==> config.mk <==
export PLATFORM = sky130hd
export DESIGN_NAME = bus_requester
export DESIGN_NICKNAME = d
export VERILOG_FILES = /design/src/rtl/bus_arb_pkg.sv /design/src/rtl/req_wait_timer.sv /design/src/rtl/bus_requester.sv
export SDC_FILE = /design/constraint.sdc
export NUM_CORES = 1
export LEC_CHECK = 0
export CAP_MARGIN = 20
export CORE_MARGIN = 3
export CORE_UTILIZATION = 26
export DETAILED_ROUTE_END_ITERATION = 7
export SETUP_SLACK_MARGIN = 0.5
export SYNTH_ARGS = -nofsm -noshare
export SYNTH_HDL_FRONTEND = slang
export SYNTH_HIERARCHICAL = 1
export SYNTH_SLANG_ARGS = --single-unit
==> constraint.sdc <==
create_clock -name clk -period 1.2 [get_ports clk]
set_clock_uncertainty 0.05 [all_clocks]
set_input_delay 0.12 -clock clk [delete_from_list [all_inputs] [get_ports clk]]
set_output_delay 0.12 -clock clk [all_outputs]
set_load 0.01 [all_outputs]
==> src/rtl/bus_arb_pkg.sv <==
// ============================================================================
// Module      : bus_arb_pkg
// Description : Shared constants and requester state encoding for the
//               4-input fixed-priority bus arbiter and its requesters.
// Revision    : 1.0 - initial release
// ============================================================================
`default_nettype none

package bus_arb_pkg;

    localparam int NUM_REQ    = 4;
    localparam int BUS_DATA_W = 8;
    localparam int BUS_LEN_W  = 2;

    typedef enum logic [1:0] {
        S_IDLE    = 2'd0,
        S_REQUEST = 2'd1,
        S_XFER    = 2'd2,
        S_RELEASE = 2'd3
    } req_state_e;

endpackage

`default_nettype wire

==> src/rtl/req_wait_timer.sv <==
// ============================================================================
// Module      : req_wait_timer
// Description : Load/enable up-counter that raises tc_o once LIMIT cycles
//               have been counted; it then holds until reloaded.
// Revision    : 1.0 - initial release
// ============================================================================
`default_nettype none

module req_wait_timer #(
    parameter int LIMIT = 15,
    parameter int CNT_W = $clog2(LIMIT + 1)
) (
    input  logic clk,
    input  logic rst,
    input  logic load_i,
    input  logic en_i,
    output logic tc_o
);

    localparam logic [CNT_W-1:0] TC_VAL = CNT_W'(LIMIT - 1);

    logic [CNT_W-1:0] count_q;
    logic [CNT_W-1:0] count_d;

    // Count is zero during the first enabled cycle, so tc_o marks the LIMIT-th.
    assign tc_o = (count_q == TC_VAL);

    always_comb begin
        count_d = count_q;
        if (load_i) begin
            count_d = '0;
        end else if (en_i && !tc_o) begin
            count_d = count_q + 1'b1;
        end
    end

    always_ff @(posedge clk or posedge rst) begin
        if (rst) begin
            count_q <= '0;
        end else begin
            count_q <= count_d;
        end
    end

endmodule

`default_nettype wire

==> src/rtl/bus_requester.sv <==
// ============================================================================
// Module      : bus_requester
// Description : Per-master agent for the fixed-priority bus arbiter: accepts a
//               burst command, requests the bus, streams beats, then releases.
//               Define TIMEOUT_EN to abort requests left ungranted too long.
// Revision    : 1.0 - initial release
// ============================================================================
`default_nettype none

module bus_requester
    import bus_arb_pkg::*;
#(
    parameter int DATA_W       = BUS_DATA_W,
    parameter int LEN_W        = BUS_LEN_W,
    parameter int WAIT_TIMEOUT = 15
) (
    input  logic              clk,
    input  logic              rst,
    input  logic              cmd_valid,
    output logic              cmd_ready,
    input  logic [LEN_W-1:0]  cmd_len,
    input  logic              data_valid,
    output logic              data_ready,
    input  logic [DATA_W-1:0] data_in,
    output logic              req,
    input  logic              grant,
    output logic              bus_valid,
    output logic [DATA_W-1:0] bus_data,
    output logic              busy,
    output logic              timeout_err
);

    if (WAIT_TIMEOUT < 1) begin : g_bad_timeout
        $error("WAIT_TIMEOUT must be at least 1");
    end

    req_state_e       state_q;
    req_state_e       state_d;
    logic [LEN_W-1:0] len_q;
    logic [LEN_W-1:0] len_d;
    logic [LEN_W-1:0] beat_cnt_q;
    logic [LEN_W-1:0] beat_cnt_d;
    logic             req_q;
    logic             req_d;
    logic             beat;
    logic             timed_out;

`ifdef TIMEOUT_EN
    logic wait_tc;

    req_wait_timer #(
        .LIMIT (WAIT_TIMEOUT)
    ) u_wait_timer (
        .clk    (clk),
        .rst    (rst),
        .load_i (cmd_valid && (state_q == S_IDLE)),
        .en_i   (state_q == S_REQUEST),
        .tc_o   (wait_tc)
    );

    assign timed_out = (state_q == S_REQUEST) && wait_tc && !grant;
`else
    assign timed_out = 1'b0;
`endif

    // A beat is the client data passed straight through while we own the bus.
    assign beat        = (state_q == S_XFER) && grant && data_valid;
    assign cmd_ready   = (state_q == S_IDLE);
    assign data_ready  = beat;
    assign bus_valid   = beat;
    assign bus_data    = beat ? data_in : '0;
    assign busy        = (state_q != S_IDLE);
    assign req         = req_q;
    assign timeout_err = timed_out;

    always_comb begin
        state_d    = state_q;
        len_d      = len_q;
        beat_cnt_d = beat_cnt_q;
        case (state_q)
            S_IDLE: begin
                if (cmd_valid) begin
                    len_d      = cmd_len;
                    beat_cnt_d = '0;
                    state_d    = S_REQUEST;
                end
            end
            S_REQUEST: begin
                if (grant) begin
                    state_d = S_XFER;
                end else if (timed_out) begin
                    state_d = S_IDLE;
                end
            end
            S_XFER: begin
                if (beat) begin
                    if (beat_cnt_q == len_q) begin
                        state_d = S_RELEASE;
                    end else begin
                        beat_cnt_d = beat_cnt_q + 1'b1;
                    end
                end
            end
            S_RELEASE: begin
                state_d = S_IDLE;
            end
            default: begin
                state_d = S_IDLE;
            end
        endcase
        // req is registered from the next state so it drops during RELEASE.
        req_d = (state_d == S_REQUEST) || (state_d == S_XFER);
    end

    always_ff @(posedge clk or posedge rst) begin
        if (rst) begin
            state_q    <= S_IDLE;
            len_q      <= '0;
            beat_cnt_q <= '0;
            req_q      <= 1'b0;
        end else begin
            state_q    <= state_d;
            len_q      <= len_d;
            beat_cnt_q <= beat_cnt_d;
            req_q      <= req_d;
        end
    end

endmodule

`default_nettype wire

==> run metrics <==
ys async rst share 1.000; Avg Vias per Cell 4.850; # H-tree levels 1; Starting Density 0.2816; peak supply drop 0.001146 V; die width 46.63 µm; Post-route DRC 0; Total Wirelength 1333 µm; crit path kind flop to output port; Worst-Skew Late Latency 0.25 ns; Adder-Cell Fraction of Synth Area 0; Most common cell on crit path and3_4; 1st-iter DRT viols 0; Overflow after GRT 0; post-synthesis sequential area ratio 0.4082; largest net degree at the start of global routing 11; gp weighted congestion 0.7285; Primary FF master, synth dfrtp_1; top-area cell type share of the netlist area 0.4082; worst path cell trace and3_4 -> and3_4 -> buf_6; Fillers 139; final worst slack -0.1283 ns; Num CTS Buffers 3; CTS tree built; clock period minus final worst setup slack 1.328 ns; DIE HEIGHT 46.63 µm; final hold vios 0; top cell type by total area after synthesis dfrtp_1; Max Root-Sink Buffers 2; slowest stage delay, CP 0.42 ns; Root Buffer clkbuf_4; Ys Warns 6; compound-gate portion of the synthesized area 0.1312; mux contribution to synthesized area 0.05248; fin util 0.6511; max_cap viols 0; Ports 29; Setup TNS -1.892 ns; Tot GR Track Use 0.1424; synthesized area 429.2 µm²; vias in the first global route 479; Finished Layout Cells 107; Worst EP required 1.03 ns; Worst Setup Start Kind flop; HP Class input port to async pin; leakage 0.4429 nW; RSZ-0062 raised after global routing true; Avg Cell Area, Syn 9.131 µm²; Core ar. 0.001524 mm²; NumNets Final 107; critical path arrival 1.16 ns; simple-gate share of the synthesized area 0.2770; Area contributors post-synth dfrtp_1 (41%), and3_1 (13%), mux2_2 (5.2%), nand2b_1 (4.4%), xor2_1 (4.1%); total power 1.853 mW; Max Slew Vio Count 0; #FFs+latches synth 7; fmax 752.9 MHz; Cells after Synth 47; CP max FO 5; library cells used by synthesis 21; Syn Nets 62; Wirelength per Cell 12.46 µm; first-pass GRT wire length 2111 µm; Placed Area 870.8 µm²; final setup violation count 18; TritonRoute pass-1 iters 1; Core Rows 14; area grow syn2layout 131.2%; antenna cells 0; dominant combinational cell family by area after synthesis simple AND/OR/NAND/NOR gates; status complete, but fails checks; Worst Setup End Kind output port; commonest non-fill, non-tap cell in the layout buf_6; Final Cell Area 992.2 µm²; Post-Synth XOR/XNOR Area 0.04082; initial antenna violation count 0; via count of the routed design 519; layout cells sized above 1 0.6703; PwrDens 1867 mW/mm²; CP max-delay cell dfrtp_2; HPWL after detailed placement 1029 µm; crit share post-route 1.107; DP Cell Count 98; Clock Sink Count 7; Post-DRT Antenna Nets 0; failing checks setup timing; CTS clk-pin slew, worst paths 0.05 ns; die area 0.002174 mm²; Buffers on Ports 27; most frequent cells in the layout buf_6 (18), clkdlybuf4s50_1 (14), and3_4 (10); Post-synth EDFFs 0
[flip-flops by register name, summed over array words and instances, names as in the netlist]
signal,count
beat_cnt_q,2
len_q,2
req,1
state_q,2
[cells in the mapped netlist, drive strengths merged, types with 2 or more instances]
cell type and count:
and3 9, buf 3, dfrtp 7, inv 4, mux2 2, nand2 3, nand2b 3, nor2 3
o21ai 2, xor2 2
[worst max-delay path: cells and delay by family, from the launching register on]
family,cells,cell delay (ns)
buffers and inverters,1,0.11
flip-flops,1,0.42
AND/OR/NAND/NOR,2,0.38
[final cells by class]
class	count	area (µm²)	area share
tap	16	20.02	0.02018
inverter	4	15.01	0.01513
multi-input combinational	34	337.8	0.3405
sequential	7	177.7	0.1791
timing repair buffer	42	415.4	0.4187
clock buffer	4	26.28	0.02648
[where the power goes]
group / internal [mW] / switching (mW)
clock network: 0.127 / 0.0815
registers: 0.346 / 0.0897
logic: 0.691 / 0.518
total: 1.16 / 0.689
[routing by layer]
layer / part of all wire / wire length [µm] / track usage / vias to the layer above
li1: - / - / - / 252
met4: 0.022 / 29 / 0.06630 / 0
met1: 0.37 / 493 / 0.1496 / 237
met5: 0 / 0 / 0 / -
met3: 0.11 / 147 / 0.03516 / 3
met2: 0.50 / 663 / 0.2610 / 27
[through the flow]
stage	setup WS, ns	hold slack, ns
after floorplan	-0.01298	-0.1267
after global placement	-0.5229	0.3089
after detailed placement	-0.5360	0.3119
after CTS	-0.1393	0.04088
after global routing	-0.2154	0.06788
final	-0.1283	0.04176
[cell families after synthesis]
group,after synthesis
multiplexers,2
XOR/XNOR,2
AND/OR/NAND/NOR,21
buffers and inverters,7
AO/OA/AOI/OAI,7
flip-flops,7
other,1
[repair_timing]
| item | 4_1_cts | 5_1_grt |
|---|---|---|
| hold buffers | 0 | 0 |
| pin swaps | 8 | 3 |
| setup endpoints to repair | 20 | 20 |
| buffers inserted | 4 | 0 |
| resized for setup | 77 | 2 |
| gates cloned | 1 | 0 |
[worst paths after layout]
path                                 start             to  slack, ns  cells past startpoint
worst max-delay path            state_q[1]    bus_data[2]      -0.13                      3
worst min register to register    len_q[1]       len_q[1]       0.52                      1
worst max register to register  state_q[0]  beat_cnt_q[1]      -0.13                      5
min in group clk                cmd_len[1]       len_q[1]       0.43                      2
worst min-delay path                   rst       len_q[0]       0.04                      2
max in group asynchronous              rst     state_q[1]       0.84                      2
(Power assumes the default switching activity.)
